### src/rtl/riscv_pkg.sv
// Shared core definitions: reset constants, instruction field
// positions, opcode map and the IF/ID bundle.
package riscv_pkg;

   localparam logic [31:0] RESET_PC_DEF  = 32'h0000_0000;
   localparam logic [31:0] NOP_INSTR_DEF = 32'h0000_0013;

   localparam int OPC_LSB = 0;
   localparam int OPC_MSB = 6;
   localparam int RD_LSB  = 7;
   localparam int RD_MSB  = 11;
   localparam int F3_LSB  = 12;
   localparam int F3_MSB  = 14;
   localparam int RS1_LSB = 15;
   localparam int RS1_MSB = 19;
   localparam int RS2_LSB = 20;
   localparam int RS2_MSB = 24;
   localparam int F7_LSB  = 25;
   localparam int F7_MSB  = 31;

   typedef enum logic [6:0] {
      OP_LOAD   = 7'h03,
      OP_IMM    = 7'h13,
      OP_AUIPC  = 7'h17,
      OP_STORE  = 7'h23,
      OP_REG    = 7'h33,
      OP_LUI    = 7'h37,
      OP_BRANCH = 7'h63,
      OP_JALR   = 7'h67,
      OP_JAL    = 7'h6F,
      OP_SYSTEM = 7'h73
   } opcode_e;

   typedef struct packed {
      logic [31:0] instr;
      logic [31:0] pc;
      logic [31:0] pc_plus4;
      logic        valid;
   } if_id_t;

endpackage

### src/rtl/pc_register.sv
// Fetch PC flop with next-PC selection and a registered
// misaligned-redirect pulse.
module pc_register
   import riscv_pkg::*;
#(
   parameter logic [31:0] RESET_PC = RESET_PC_DEF
) (
   input  logic        clk,
   input  logic        reset_n,
   input  logic        stall_f,
   input  logic        redirect_e,
   input  logic [31:0] redirect_pc_e,
   output logic [31:0] pc_f,
   output logic        misalign_e
);

   always_ff @(posedge clk or negedge reset_n) begin
      if (!reset_n) begin
         pc_f       <= RESET_PC;
         misalign_e <= 1'b0;
      end else begin
         misalign_e <= redirect_e && (redirect_pc_e[1:0] != 2'b00);
         // a resolved branch must never be blocked by a stall
         priority case (1'b1)
            redirect_e: pc_f <= {redirect_pc_e[31:2], 2'b00};
            stall_f:    pc_f <= pc_f;
            default:    pc_f <= pc_f + 32'd4;
         endcase
      end
   end

endmodule

### src/rtl/fetch_decode_stage.sv
// IF stage and IF/ID pipeline register: fetch, capture, field
// slicing and a saturating bubble counter.
module fetch_decode_stage
   import riscv_pkg::*;
#(
   parameter logic [31:0] RESET_PC  = RESET_PC_DEF,
   parameter logic [31:0] NOP_INSTR = NOP_INSTR_DEF,
   parameter int          CNT_W     = 16
) (
   input  logic             clk,
   input  logic             reset_n,
   input  logic             stall_f,
   input  logic             stall_d,
   input  logic             flush_d,
   input  logic             redirect_e,
   input  logic [31:0]      redirect_pc_e,
   output logic [31:0]      imem_addr,
   input  logic [31:0]      imem_rdata,
   output logic [31:0]      pc_f,
   output logic [31:0]      instr_d,
   output logic [31:0]      pc_d,
   output logic [31:0]      pc_plus4_d,
   output logic             valid_d,
   output logic [6:0]       opcode_d,
   output logic [2:0]       funct3_d,
   output logic [6:0]       funct7_d,
   output logic [4:0]       rd_d,
   output logic [4:0]       rs1_d,
   output logic [4:0]       rs2_d,
   output logic             misalign_e,
   output logic [CNT_W-1:0] bubble_cnt
);

   if_id_t if_id;

   pc_register #(
      .RESET_PC (RESET_PC)
   ) u_pc (
      .clk           (clk),
      .reset_n       (reset_n),
      .stall_f       (stall_f),
      .redirect_e    (redirect_e),
      .redirect_pc_e (redirect_pc_e),
      .pc_f          (pc_f),
      .misalign_e    (misalign_e)
   );

   assign imem_addr = pc_f;

   always_ff @(posedge clk or negedge reset_n) begin
      if (!reset_n) begin
         if_id.instr    <= NOP_INSTR;
         if_id.pc       <= 32'd0;
         if_id.pc_plus4 <= 32'd4;
         if_id.valid    <= 1'b0;
      end else begin
         // flush keeps pc_d so the squashed slot still has a PC
         priority case (1'b1)
            flush_d: begin
               if_id.instr <= NOP_INSTR;
               if_id.valid <= 1'b0;
            end
            stall_d: if_id <= if_id;
            default: begin
               if_id.instr    <= imem_rdata;
               if_id.pc       <= pc_f;
               if_id.pc_plus4 <= pc_f + 32'd4;
               if_id.valid    <= 1'b1;
            end
         endcase
      end
   end

   always_ff @(posedge clk or negedge reset_n) begin
      if (!reset_n) begin
         bubble_cnt <= '0;
      end else if (!if_id.valid && (bubble_cnt != '1)) begin
         bubble_cnt <= bubble_cnt + CNT_W'(1);
      end
   end

   assign instr_d    = if_id.instr;
   assign pc_d       = if_id.pc;
   assign pc_plus4_d = if_id.pc_plus4;
   assign valid_d    = if_id.valid;

   assign opcode_d = if_id.instr[OPC_MSB:OPC_LSB];
   assign rd_d     = if_id.instr[RD_MSB:RD_LSB];
   assign funct3_d = if_id.instr[F3_MSB:F3_LSB];
   assign rs1_d    = if_id.instr[RS1_MSB:RS1_LSB];
   assign rs2_d    = if_id.instr[RS2_MSB:RS2_LSB];
   assign funct7_d = if_id.instr[F7_MSB:F7_LSB];

endmodule

### config.mk
export PLATFORM = sky130hd
export DESIGN_NAME = fetch_decode_stage
export DESIGN_NICKNAME = d
export VERILOG_FILES = /design/src/rtl/riscv_pkg.sv /design/src/rtl/pc_register.sv /design/src/rtl/fetch_decode_stage.sv
export SDC_FILE = /design/constraint.sdc
export NUM_CORES = 1
export LEC_CHECK = 0
export ABC_AREA = 1
export BUFFER_PORTS_ARGS = -buffer_cell sky130_fd_sc_hd__buf_2
export CAP_MARGIN = 20
export CELL_PAD_IN_SITES_DETAIL_PLACEMENT = 0
export CELL_PAD_IN_SITES_GLOBAL_PLACEMENT = 2
export CORE_MARGIN = 2
export CORE_UTILIZATION = 27
export DETAILED_ROUTE_END_ITERATION = 8
export PLACE_DENSITY_LB_ADDON = 0.1
export SYNTH_ARGS = -nofsm -noshare
export SYNTH_HDL_FRONTEND = slang
export SYNTH_SLANG_ARGS = --single-unit
### constraint.sdc
create_clock -name clk -period 1.62 [get_ports clk]
set_input_delay 0.324 -clock clk [delete_from_list [all_inputs] [get_ports clk]]
set_output_delay 0.324 -clock clk [all_outputs]
set_load 0.005 [all_outputs]
==> results of run 1 <==
sequential cells by signal, summed over array words and instances (netlist names):
| signal | cells |
|---|---|
| bubble_cnt | 16 |
| u_pc.misalign_e | 1 |
| u_pc.pc_f | 30 |
| valid_d | 1 |
| instr_d | 32 |
| pc_plus4_d | 30 |
| pc_d | 30 |
final cells by class:
type                       count  share of cell area
sequential                   140               0.375
tap                          335              0.0448
clock inverter                13              0.0202
antenna                        1            0.000268
clock buffer                  19              0.0474
multi-input combinational    546               0.293
inverter                      74              0.0297
timing repair buffer         316               0.189
synth_stat cells (11+ instances only):
cell / instances / share of area
nand3_1: 29 / 0.020
buf_2: 11 / 0.0077
o21ai_0: 58 / 0.041
nand2_1: 299 / 0.16
a22o_1: 29 / 0.036
inv_1: 68 / 0.036
clkbuf_1: 16 / 0.0084
xor2_1: 16 / 0.020
buf_4: 70 / 0.074
nor2_1: 44 / 0.023
dfrtp_1: 136 / 0.48
what timing repair did:
| item | 4_1_cts | 5_1_grt |
|---|---|---|
| hold buffers | 1 | 0 |
| endpoints found under the hold margin | 26 | 0 |
| resized for setup | 0 | 7 |
| setup endpoints to repair | 0 | 32 |
cell families (layout without fill, tap and decap cells):
kind of cell | after synthesis | in the layout | synth area share
AOI/OAI and AO/OA | 108 | 108 | 0.0968
xor gates and xnor gates | 28 | 28 | 0.0396
adders and majority gates | 2 | 2 | 0.00350
buffers and inverters | 173 | 422 | 0.132
DFF | 140 | 140 | 0.491
other | 1 | 9 | 0.000525
and+or+nand+nor | 400 | 400 | 0.237
critical path, stage by stage, from the launching register on:
cell,delay (ps)
dfrtp_1,440
buf_4,180
buf_2,120
power groups by stage:
stage / registers [mW] / clock network [mW] / logic, mW
2_1_floorplan: 4.36 / 0 / 0.952
3_3_place_gp: 4.33 / 0 / 2.04
3_5_place_dp: 4.33 / 0 / 2.03
4_1_cts: 4.27 / 4.44 / 2.04
5_1_grt: 4.33 / 4.59 / 2.24
6_report: 4.26 / 4.29 / 1.99
layer usage:
layer / share of wire / vias up / GRT usage
met5: 0 / - / 0
met4: 0.011 / 0 / 0.0431
met3: 0.052 / 12 / 0.0342
met2: 0.46 / 203 / 0.274
li1: - / 3095 / -
met1: 0.47 / 2920 / 0.241
path summary, 6_finish.rpt:
kind                                   to
setup / recovery            imem_addr[23]
hold reg to reg            pc_plus4_d[17]
max in group asynchronous        pc_d[25]
setup reg to reg           pc_plus4_d[25]
min in group asynchronous   bubble_cnt[9]
hold / removal               u_pc.pc_f[3]
==> impl_metrics.toml, run 1 <==
[floorplan]
io_pins = 280
row_count = 59
die_x_um = 167
die_h_um = 167
core_area_um2 = 26100
start_util = 0.274
dieArea_um2 = 27800

[power]
clkPwrFrac = 0.407
switching_share = 0.293
p_int_mw = 7.45
p_total_mw = 10.5
max-vdd-ir-drop_v = 0.000588
p_comb_frac = 0.188
cellLeakagePower_nw = 5.10
powerDensity_nw_per_um2 = 1130
switching_power_mw = 3.09
seq_power_share = 0.404

[outcome]
status = "complete, no violations"

[place]
place.port_buffers = 271
pre_cts_slack_ps = 19.0
placement.cell_area_um2 = 8690
place_hpwl_mm = 17.9
dp_cells = 1410
gp_congestion = 0.740

[clock_tree]
post_cts_buffers = 0
clock_latency_ps = 420
cts_tree = "yes"
clk_pin_slew_ps = 70
cts_sinks = 140
cts_buffer_depth = 2
h-tree-depth = 4
root_buffer = "clkbuf_16"
numCtsBuffers = 17

[synth]
synth_area_um2 = 7150
ys.flop_type = "dfrtp_1"
syn-instance-count = 852
ys_ff_latch = 140
syn_avg_cell_area_um2 = 8.39
ys_warn_count = 0
synth_cell_type_count = 34
synth_edf_count = 0
yosysSeqAreaShare = 0.491
async_flop_share = 1.00

[setup_path]
critPathLaunch = "u_pc.pc_f[23]"
endpoint_kind = "output pin"
crit_type = "reg2out"
critPathLaunchType = "flop"
cp_data_required_time_ps = 1300
rr_startpoint = "u_pc.pc_f[6]"
ff2ff_path_depth = 9
crit_arrival_ps = 1160
rrSetupSlack_ps = 150
cp_max_fo = 5

[grt]
grt-ovfl-total = 0
grt_max_degree = 63
grt_pass1_wl_mm = 37.0
grt_use_total = 0.172
antenna_found_initial = 0
first_global_vias = 6331

[layout]
final_cell_mix = "nand2_1, buf_2, dfrtp_1, inv_1, o21ai_0"
fin_cells = 1444
layout.cells.most_common = "nand2_1"
multiInputGateArea_um2 = 2740
fin_nets = 1167
fillerInstances = 2796
syn2layout_area_growth_pct = 30.9
regArea_um2 = 3510
final_util = 0.359
fin_area_um2 = 9350
drive_gt1_frac = 0.356

[sta]
worst_slack_ps = 137
drv_slew = 0
fin_crit_ps = 1480
final.period_utilization = 0.916
setup-violations-final = 0
clock_skew_ps = 9.55
fmax_mhz = 674
hold_viol = 0
holdWs_ps = 112
setup_tns_ps = 0
rsz0062_at_grt = "yes"

[worst_hold_path]
hold_class = "in2reg"
hold_depth = 3
hold_start = "redirect_pc_e[3]"

[routing]
first_pass_iters = 4
postRouteAntennaNets = 0
num_vias = 6230
wire_per_inst_um = 16.4
drc = 0
vias_per_cell = 4.31
initialDrtViolationCount = 369
drt_wl_total_mm = 23.7

[flow_run]
drv_cap = 0
Power figures use the tool's default switching activity.
==> run 2, diff against run 1 <==
CORE_ASPECT_RATIO = 1.2   (was not set)
==> impl_metrics.toml, run 2 (same netlist as run 1, synthesis figures left out) <==
[clock_tree]
cts_tree = "yes"
clk_pin_slew_ps = 60
cts_sinks = 140
root_buffer = "clkbuf_16"
cts_buffer_depth = 2
numCtsBuffers = 17
h-tree-depth = 4
post_cts_buffers = 0
clock_latency_ps = 430

[sta]
setup_tns_ps = 0
drv_slew = 0
fin_crit_ps = 1490
fmax_mhz = 670
final.period_utilization = 0.921
worst_slack_ps = 128
clock_skew_ps = 10.5
rsz0062_at_grt = "no"
setup-violations-final = 0
hold_viol = 0
holdWs_ps = 120

[grt]
grt_use_total = 0.173
first_global_vias = 6264
grt_pass1_wl_mm = 37.3
grt-ovfl-total = 0
antenna_found_initial = 0
grt_max_degree = 63

[setup_path]
ff2ff_path_depth = 7
endpoint_kind = "flop"
crit_type = "reg2reg"
cp_data_required_time_ps = 1930
cp_top_family = "simple AND/OR/NAND/NOR gates"
critPathLaunchType = "flop"
crit_arrival_ps = 1800
cp_max_fo = 5
cp_slowest_cell = "dfrtp_1"
r2r-end = "pc_plus4_d[31]"
crit_chain = "nand2_2 > nor2_1 > nand2_1 > nor2_4 > nand3_1 > nand3_1 > nand2_1"
cpPeakStageDelay_ps = 410
path_buf_inv = 0
rr_startpoint = "u_pc.pc_f[10]"
rrSetupSlack_ps = 130

[layout]
syn2layout_area_growth_pct = 31.5
final_cell_mix = "nand2_1, buf_2, dfrtp_1, inv_1, o21ai_0"
drive_gt1_frac = 0.362
fin_cells = 1447
final_util = 0.359
regArea_um2 = 3510
multiInputGateArea_um2 = 2750
fillerInstances = 2807
num_antenna_cells = 0
layout.cells.most_common = "nand2_1"
largest_reg_flops = 32
fin_area_um2 = 9400
fin_nets = 1171

[worst_hold_path]
whs_endpoint = "u_pc.misalign_e"
hold_start = "redirect_pc_e[0]"
hold_depth = 3
hold_class = "in2reg"

[routing]
vias_per_cell = 4.27
drt_wl_total_mm = 23.8
initialDrtViolationCount = 238
first_pass_iters = 6
wire_per_inst_um = 16.5
num_vias = 6180
drc = 0
postRouteAntennaNets = 0

[floorplan]
die_h_um = 182
io_pins = 280
core_area_um2 = 26200
row_count = 65
dieArea_um2 = 27800
start_util = 0.273
die_x_um = 153

[power]
cellLeakagePower_nw = 5.11
max-vdd-ir-drop_v = 0.000655
p_total_mw = 10.4
powerDensity_nw_per_um2 = 1100

[flow_run]
drv_cap = 0

[outcome]
status = "complete, no violations"

[place]
place.port_buffers = 271
placement.cell_area_um2 = 8760
pre_cts_slack_ps = -97.5
gp_congestion = 0.758
dp_cells = 1414
place_hpwl_mm = 18.1
==> run 2: changes by cell type in the layout (fill, tap and decap cells not counted), sizes merged <==
cell / previous run / this run
clkinvlp: 2 / 3
clkinv: 5 / 6
clkbuf: 19 / 20
bufinv: 4 / 3
diode: 1 / 0
inv: 76 / 74
buf: 315 / 319
==> run 2: metal layers <==
metal / share of wire / vias up / routed length [um] / global-route usage
li1: - / 3101 / - / -
met1: 0.45 / 2867 / 10800 / 0.225
met2: 0.49 / 201 / 11700 / 0.292
met3: 0.047 / 11 / 1120 / 0.0380
met4: 0.010 / 0 / 242 / 0.0467
met5: 0 / - / 0 / 0
==> run 2: area by class of cell <==
class,count,area share
Sequential cell,140,0.374
Multi-Input combinational cell,546,0.292
Timing Repair Buffer,320,0.195
Clock buffer,20,0.0486
Tap cell,335,0.0446
Inverter,74,0.0296
Clock inverter,12,0.0156
==> run 2: what timing repair did <==
| item | 4_1_cts | 5_1_grt |
|---|---|---|
| hold buffers | 1 | 0 |
| gates resized for setup | 2 | 9 |
| pin swaps | 0 | 2 |
| endpoints found under the setup margin | 3 | 16 |
| endpoints found under the hold margin | 30 | 0 |
==> run 2: power by group <==
group | internal, mW | leakage, nW | switching (mW)
clock network | 2.49 | 0.292 | 1.59
registers | 3.93 | 1.77 | 0.331
logic | 0.920 | 3.05 | 1.09
total | 7.34 | 5.11 | 3.02
==> run 2: how the worst max path moves through the flow <==
stage                        from        endpoint  slack, ps  cells after the start
floorplan            u_pc.pc_f[2]  pc_plus4_d[22]        150                     10
finish              u_pc.pc_f[10]  pc_plus4_d[31]        130                      7
CTS                 u_pc.pc_f[23]  pc_plus4_d[27]          7                     10
detailed placement  u_pc.pc_f[13]  pc_plus4_d[27]       -100                     10
global placement    u_pc.pc_f[13]  pc_plus4_d[27]       -110                     10
global route        u_pc.pc_f[25]   u_pc.pc_f[27]          6                     10
==> run 2: worst min-delay path: cells and delay by family <==
kind | cells | cell delay [ps]
buf+inv | 1 | 70
simple gates | 2 | 100
